===== config.mk =====
export PLATFORM = sky130hd
export DESIGN_NAME = ped_signal_controller
export DESIGN_NICKNAME = d
export VERILOG_FILES = /design/src/rtl/ped_signal_controller.sv
export SDC_FILE = /design/constraint.sdc
export NUM_CORES = 1
export LEC_CHECK = 0
export CORE_MARGIN = 2
export CORE_UTILIZATION = 45
export CTS_BUF_LIST = sky130_fd_sc_hd__clkbuf_8
export CTS_CLUSTER_DIAMETER = 150
export CTS_CLUSTER_SIZE = 14
export DETAILED_ROUTE_END_ITERATION = 8
export PLACE_DENSITY_LB_ADDON = 0.05
export SLEW_MARGIN = 15
export SYNTH_ARGS = -nofsm -noshare
export SYNTH_HDL_FRONTEND = slang
export SYNTH_SLANG_ARGS = --single-unit

===== constraint.sdc =====
create_clock -name clk_i -period 2.6 [get_ports clk_i]
set_clock_uncertainty 0.1 [all_clocks]
set_input_delay 0.78 -clock clk_i [delete_from_list [all_inputs] [get_ports clk_i]]
set_output_delay 0.78 -clock clk_i [all_outputs]
set_load 0.01 [all_outputs]

===== src/rtl/ped_signal_controller.sv =====
// ped_signal_controller
// Pedestrian crossing controller slaved to a vehicle traffic light. A
// pedestrian request is latched and served on the next rising edge of the
// vehicle red lamp: a steady walk interval, then a flashing don't-walk
// clearance, then a steady don't-walk hold until red ends. Any illegal
// vehicle lamp combination, or red dropping while pedestrians may be in the
// crossing, locks the block into a sticky fault that only reset clears.
//
// Ports
//   clk_i         rising-edge clock
//   reset_i       synchronous, active-low reset
//   enable_i      0 freezes all timing (state, count, flash phase, red history)
//   red_i         vehicle red lamp
//   yellow_i      vehicle yellow lamp
//   green_i       vehicle green lamp
//   ped_button_i  pedestrian request, level-sampled
//   walk_o        walk lamp
//   dont_walk_o   don't-walk lamp, flashes during clearance
//   ped_wait_o    request-pending indicator
//   count_o       remaining cycles in walk/clearance, 0 elsewhere
//   conflict_o    sticky safety fault flag
module ped_signal_controller #(
  parameter int unsigned WALK_CYCLES  = 20,
  parameter int unsigned CLEAR_CYCLES = 8,
  parameter int unsigned FLASH_PERIOD = 2
) (
  input  logic       clk_i,
  input  logic       reset_i,
  input  logic       enable_i,
  input  logic       red_i,
  input  logic       yellow_i,
  input  logic       green_i,
  input  logic       ped_button_i,
  output logic       walk_o,
  output logic       dont_walk_o,
  output logic       ped_wait_o,
  output logic [7:0] count_o,
  output logic       conflict_o
);

  typedef enum logic [2:0] {
    S_IDLE,
    S_WAIT,
    S_WALK,
    S_CLEAR,
    S_HOLD,
    S_FAULT
  } state_e;

  localparam logic [7:0] WALK_LOAD  = 8'(WALK_CYCLES - 1);
  localparam logic [7:0] CLEAR_LOAD = 8'(CLEAR_CYCLES - 1);
  localparam logic [7:0] FLASH_LAST = 8'(FLASH_PERIOD - 1);

  state_e     state_q, state_d;
  logic [7:0] count_q, count_d;
  logic [7:0] flash_cnt_q, flash_cnt_d;
  logic       flash_on_q, flash_on_d;
  logic       red_q, red_d;
  logic       pending_q, pending_d;
  logic       lamp_ok;
  logic       red_rise;

  // XOR is 1 for one or three lamps lit; rule out the all-three case.
  assign lamp_ok  = (red_i ^ yellow_i ^ green_i) & ~(red_i & yellow_i & green_i);
  assign red_rise = red_i & ~red_q;

  // Fault detection and button latching run every cycle; everything else
  // advances only on enabled cycles.
  always_comb begin
    state_d     = state_q;
    count_d     = count_q;
    flash_cnt_d = flash_cnt_q;
    flash_on_d  = flash_on_q;
    red_d       = red_q;
    pending_d   = pending_q | ped_button_i;

    if (state_q == S_FAULT) begin
      pending_d = 1'b0;
    end else if (!lamp_ok ||
                 (((state_q == S_WALK) || (state_q == S_CLEAR)) && !red_i)) begin
      state_d   = S_FAULT;
      count_d   = 8'd0;
      pending_d = 1'b0;
    end else if (enable_i) begin
      red_d = red_i;
      case (state_q)
        S_IDLE: begin
          if (pending_q) state_d = S_WAIT;
        end
        S_WAIT: begin
          // A press landing on the same edge is consumed by this service.
          if (red_rise) begin
            state_d   = S_WALK;
            count_d   = WALK_LOAD;
            pending_d = 1'b0;
          end
        end
        S_WALK: begin
          if (count_q == 8'd0) begin
            state_d     = S_CLEAR;
            count_d     = CLEAR_LOAD;
            flash_cnt_d = 8'd0;
            flash_on_d  = 1'b1;
          end else begin
            count_d = count_q - 8'd1;
          end
        end
        S_CLEAR: begin
          if (count_q == 8'd0) begin
            state_d = S_HOLD;
          end else begin
            count_d = count_q - 8'd1;
            if (flash_cnt_q == FLASH_LAST) begin
              flash_cnt_d = 8'd0;
              flash_on_d  = ~flash_on_q;
            end else begin
              flash_cnt_d = flash_cnt_q + 8'd1;
            end
          end
        end
        S_HOLD: begin
          // Only one service per red phase: wait for red to end first.
          if (!red_i) state_d = pending_q ? S_WAIT : S_IDLE;
        end
        default: ;
      endcase
    end
  end

  // Lamp outputs are registered from the next-state values so they line up
  // with the state they describe.
  always_ff @(posedge clk_i) begin
    if (!reset_i) begin
      state_q     <= S_IDLE;
      count_q     <= 8'd0;
      flash_cnt_q <= 8'd0;
      flash_on_q  <= 1'b1;
      red_q       <= 1'b0;
      pending_q   <= 1'b0;
      walk_o      <= 1'b0;
      dont_walk_o <= 1'b1;
      conflict_o  <= 1'b0;
    end else begin
      state_q     <= state_d;
      count_q     <= count_d;
      flash_cnt_q <= flash_cnt_d;
      flash_on_q  <= flash_on_d;
      red_q       <= red_d;
      pending_q   <= pending_d;
      walk_o      <= (state_d == S_WALK);
      dont_walk_o <= (state_d == S_CLEAR) ? flash_on_d : (state_d != S_WALK);
      conflict_o  <= (state_d == S_FAULT);
    end
  end

  assign count_o    = count_q;
  assign ped_wait_o = pending_q;

endmodule


# Yosys cells after proc, flatten, opt, wreduce, memory -nomap -nowiden
# Index checks and enable logic that the tools add are counted.
# totals
in_bits	7
ff_bits	25
wordCells	83
# op_classes
n_reduce_logical	14
addsub	2
bitwise	13
mux	31
n_eq_ne	14
# op_table
cell	count
$mux W8	8
$mux W3	8
$pmux W8 S3	1
$pmux W8 S2	1
$pmux W3 S5	1
$eq A3 B2 Y1 const B	4
$mux W1	11
$eq A3 B3 Y1 const B	3
$add A8 B1 Y8 const B	1
$eq A8 B1 Y1 const B	1
$logic_not A8 Y1	1
$sub A8 B1 Y8 const B	1
$ne A3 B3 Y1 const B	2
$not A1 Y1	6
$reduce_and A6 Y1	1
$reduce_and A5 Y1	1
$and A1 B1 Y1	4
$reduce_bool A2 Y1	2
$reduce_bool A4 Y1	1
$eq A3 B1 Y1 const B	1
$logic_not A3 Y1	1
$ne A3 B2 Y1 const B	1
$reduce_and A3 Y1	1
$reduce_or A3 Y1	1
other kinds (8)	11

# Depth between registers and ports, before layout
# logic_depth
ltp_word	10
ltp_mapped	8
mapped_depth_nobuf	8

# Worst setup path before layout
# No wires, ideal clock.
# synth_timing
path_kind	input port to flip-flop
start	input port red_i
end	register count_q[7], in the netlist count_o[7]
t_arrival_ns	2.271
setup_slack_ns	0.128
path_buffers	0
stages	6
setup_ns	0.101
t_required_ns	2.399
path_cell_list	ha_1 > nor3b_2 > o21ai_1 > nor4_1 > nand2_1 > o41ai_1
# synth_via
elab_chain_len	8
word_cells_on_any_way	17
# synth_rtl
item	line_no	source
from (decl)	30	input logic red_i,
$and A1 B1 Y1 (2 in a row)	64	assign lamp_ok = (red_i ^ yellow_i ^ green_i) & ~(red_i & yellow_i & green_i);
$not A1 Y1	64	
$and A1 B1 Y1	64	
$logic_not A1 Y1	79	end else if (!lamp_ok ||
$logic_or A1 B1 Y1	79	
$ne A3 B3 Y1 (no source line) (tied with other cells)	--	
$reduce_and A5 Y1 (no source line)	--	
to (signal assigned)	145	count_q <= count_d;
to (decl)	55	logic [7:0] count_q, count_d;
# Parallel ways exist; a longest one is shown, timed or not.
# A chain may end at the register's enable or synchronous reset.

# Worst setup path in the final report
# layout_timing
start	input port green_i
end	register walk_o
# layout_via
elab_chain_len	8
word_cells_on_any_way	9
# layout_rtl
item	line_no	source
from (decl)	32	input logic green_i,
$and A1 B1 Y1	64	
$not A1 Y1	64	
$and A1 B1 Y1 *	64	
$logic_not A1 Y1 *	79	
$logic_or A1 B1 Y1 *	79	
$mux W3 *	79	
$mux W3 *	77	if (state_q == S_FAULT) begin
$eq A3 B2 Y1 *	150	walk_o <= (state_d == S_WALK);
to (signal assigned)	150	
to (decl)	34	output logic walk_o,
# Every way passes the cells marked *; elsewhere a longest branch is shown, timed or not.

==> results.rst <==
.. list-table::
   :header-rows: 1

   * - Metric
     - Value
   * - Outcome
     - complete, no violations
   * - Final HPWL from detailed placement
     - 3080 um
   * - Slew margin rel.
     - 0.555
   * - Top-Level Pins
     - 19
   * - Final worst path period share
     - 0.946
   * - Die W
     - 63.8 um
   * - Reg-to-Reg Start
     - count_o[0]
   * - CTS Buf Count
     - 3
   * - Fill cell count
     - 288
   * - Most used flip-flop cell after synthesis
     - sky130_fd_sc_hd__dfxtp_1
   * - Internal reg-to-reg setup slack
     - 0.39 ns
   * - Post-placement cell area
     - 1920 um^2
   * - Initial DRC Count
     - 118
   * - Number of endpoints failing setup at the final stage
     - 0
   * - Final Routed Wirelength
     - 4350 um
   * - Synthesized net count
     - 195
   * - Actual slew at the worst max-slew pin
     - 0.658 ns
   * - Antenna fix cells
     - 0
   * - Number of synthesized flops with an enable pin
     - 0
   * - Fraction of power spent switching nets
     - 0.298
   * - Reg2Reg Depth
     - 7
   * - Via count normalized by instance count
     - 5.91
   * - Via count of the first global-routing pass
     - 1509
   * - First-pass GRT wire length
     - 7090 um
   * - Largest vdd supply drop
     - 0.000293 V
   * - Antenna Nets Post-Route
     - 0
   * - Max-cap viol count
     - 0
   * - Depth of the worst hold-timing path
     - 2
   * - Arrival time at the worst endpoint
     - 2.54 ns
   * - Wire length per cell
     - 16.4 um
   * - Worst Setup Slack, final
     - 0.141 ns
   * - Worst hold path endpoint
     - flash_cnt_q[1]
   * - Total gr overflow
     - 0
   * - Category of the critical setup timing path
     - input port to flip-flop
   * - Critical R2R Capture
     - count_o[2]
   * - Design internal power
     - 0.582 mW
   * - Total Negative Setup Slacks
     - 0 ns
   * - Net switching power
     - 0.247 mW
   * - Area Growth Syn to Fin
     - 34.8%
   * - Pin count of the biggest net entering global routing
     - 14
   * - Part of the total power dissipated in combinational logic
     - 0.229
   * - Core Util, Final
     - 0.640
   * - Sequential area share after synthesis
     - 0.311
   * - Post-synthesis async set-or-reset flop share
     - 0
   * - DRC violations left
     - 0
   * - Area of the mapped netlist
     - 1610 um^2
   * - Worst hold path type
     - flip-flop to flip-flop
   * - Syn_area_per_cell
     - 8.79 um^2
   * - Count of port buffers added during placement
     - 18
   * - Flop pwr share
     - 0.492
   * - Layout cell share with drive strength beyond 1
     - 0.228
   * - Antenna violations before repair
     - 0
   * - Number of failing hold endpoints at the final stage
     - 0
   * - Starting density of the core
     - 0.475
   * - Iteration count of the initial detailed-routing pass
     - 4
   * - Critical Path RT
     - 2.68 ns
   * - Number of clock sinks
     - 25
   * - Net count of the finished layout
     - 232
   * - Worst Hold Margin
     - 0.392 ns
   * - Part of the power in the clock network
     - 0.279
   * - Total power draw
     - 0.828 mW
   * - Power per cell area
     - 382 nW/um^2
   * - Type of element capturing the critical path
     - flip-flop
   * - Clock tree from TritonCTS
     - done
   * - Overall die area
     - 4070 um^2
   * - Pins Over Slew Limit
     - 0
   * - Max Root-Sink Buffers
     - 2
   * - Clock latency at the later pin of the worst-skew pair
     - 0.27 ns
   * - Standard-cell row count
     - 21
   * - Number of levels in the clock H-tree
     - 1
   * - Number of cells after detailed placement
     - 254
   * - Total non-filler cell area in the finished layout
     - 2170 um^2
   * - Vertical die dimension
     - 63.8 um
   * - Global-route total usage across every layer
     - 0.217
   * - Max Freq
     - 407 MHz
   * - Synthesized flop and latch total
     - 25
   * - Yosys warning count
     - 0
   * - Core area
     - 3390 um^2
   * - Unrepaired setup endpoints after global routing
     - false
   * - Via count
     - 1566
   * - Crit path max fanout
     - 5
   * - Critical Path Start Type
     - input port
   * - Leak pwr
     - 0.766 nW
   * - Clock edge transition at the registers on the reported setup and hold paths
     - 0.09 ns
   * - Gp weighted congestion
     - 0.890
   * - Pre-CTS WS
     - -0.511 ns
   * - Minimum clock period after layout
     - 2.46 ns
   * - Post-synth cell types
     - 55
   * - Cell count after synthesis
     - 183
   * - Final instance count without filler cells
     - 265
   * - Hold path startpoint
     - flash_cnt_q[1]
   * - Root buffer cell
     - sky130_fd_sc_hd__clkbuf_8
==> repair_timing <==
| item | CTS | global route |
|---|---|---|
| pin swaps | 2 | 5 |
| hold endpoints to repair | 0 | 0 |
| gates resized for setup | 9 | 15 |
| hold buffers | 0 | 0 |
| cloned | 0 | 1 |
| endpoints found under the setup margin | 20 | 23 |
| buffers inserted | 2 | 4 |
==> critical path, cell delays in order <==
cell	delay [ns]
sky130_fd_sc_hd__clkdlybuf4s50_1	0.54
sky130_fd_sc_hd__nor3b_4	0.30
sky130_fd_sc_hd__buf_6	0.17
sky130_fd_sc_hd__o211ai_4	0.13
sky130_fd_sc_hd__a211oi_2	0.26
sky130_fd_sc_hd__nand2_1	0.13
sky130_fd_sc_hd__nor3_1	0.23
==> placed cells by master (no fill, tap or decap), drive strengths merged, types with 2 or more instances in the layout <==
cell type      Yosys  routed
a211oi             4       4
ha                 5       5
inv               10      11
a2111oi            5       5
nor2               9       9
clkdlybuf4s50      0      16
o21ai              9       9
dfxtp             25      25
or3b               2       2
nand4              5       5
nand3              3       3
nor3               8       8
a21oi             10      10
o211ai             4       5
nor4b              2       2
xnor2              7       7
and2               3       3
nand2             14      14
or3                2       2
buf                4      20
o41ai              2       2
o2111ai            3       3
nand3b             5       5
dlymetal6s2s       0       2
a22oi              3       3
nand2b             2       2
a21boi             3       3
a21o               3       3
nor2b              7       7
nor3b              3       3
nor4               3       3
clkbuf             3       3
==> per-layer routing <==
layer | part of all wire | GRT usage | wire (um) | up-vias
li1 | - | - | - | 765
met2 | 0.48 | 0.371 | 2070 | 46
met3 | 0.041 | 0.0282 | 177 | 6
met4 | 0.013 | 0.0625 | 55 | 0
met5 | 0 | 0 | 0 | -
met1 | 0.47 | 0.284 | 2050 | 749
==> logic make-up after synthesis <==
logic type	Yosys count	share of synthesized area
AOI/OAI and AO/OA	55	0.278
xor gates and xnor gates	8	0.0435
adders and majority gates	5	0.0389
buffers and inverters	17	0.0428
DFF	25	0.311
and+or+nand+nor	73	0.285
==> power groups by stage <==
stage          Sequential [mW]  Clock [mW]  Combinational (mW)
2_1_floorplan            0.407           0              0.0982
3_3_place_gp             0.415           0               0.146
3_5_place_dp             0.415           0               0.148
4_1_cts                  0.407       0.240               0.161
5_1_grt                  0.409       0.253               0.205
6_report                 0.408       0.231               0.190
==> synth_stat cells, types with 5 or more instances <==
library cell               instances  area share
sky130_fd_sc_hd__nor2b_1           7       0.027
sky130_fd_sc_hd__ha_1              5       0.039
sky130_fd_sc_hd__nor3_1            7       0.022
sky130_fd_sc_hd__nor2_1            9       0.021
sky130_fd_sc_hd__dfxtp_1          25        0.31
sky130_fd_sc_hd__xnor2_1           7       0.038
sky130_fd_sc_hd__nand4_1           5       0.019
sky130_fd_sc_hd__inv_1            10       0.023
sky130_fd_sc_hd__nand3b_1          5       0.023
sky130_fd_sc_hd__a21oi_1          10       0.031
sky130_fd_sc_hd__nand2_1          13       0.030
==> worst max path at each step <==
stage / start / to / slack (ns) / cells after the start
after floorplan: red_i / count_o[7] / 0.13 / 6
after global placement: red_i / count_o[7] / -0.33 / 8
after detailed placement: red_i / count_o[7] / -0.51 / 8
after CTS: red_i / flash_cnt_q[5] / -0.002 / 8
after global routing: green_i / count_o[2] / 0.07 / 8
final: green_i / walk_o / 0.14 / 7
==> cell type report <==
| type | count | area (um^2) | area share |
|---|---|---|---|
| Sequential cell | 25 | 500 | 0.231 |
| Inverter | 10 | 37.5 | 0.0173 |
| Tap cell | 46 | 57.6 | 0.0265 |
| Clock buffer | 3 | 41.3 | 0.0190 |
| Timing Repair Buffer | 38 | 339 | 0.156 |
| Clock inverter | 1 | 3.75 | 0.00173 |
| Multi-Input combinational cell | 142 | 1190 | 0.548 |
No activity file was read; power rests on OpenSTA's default activity.
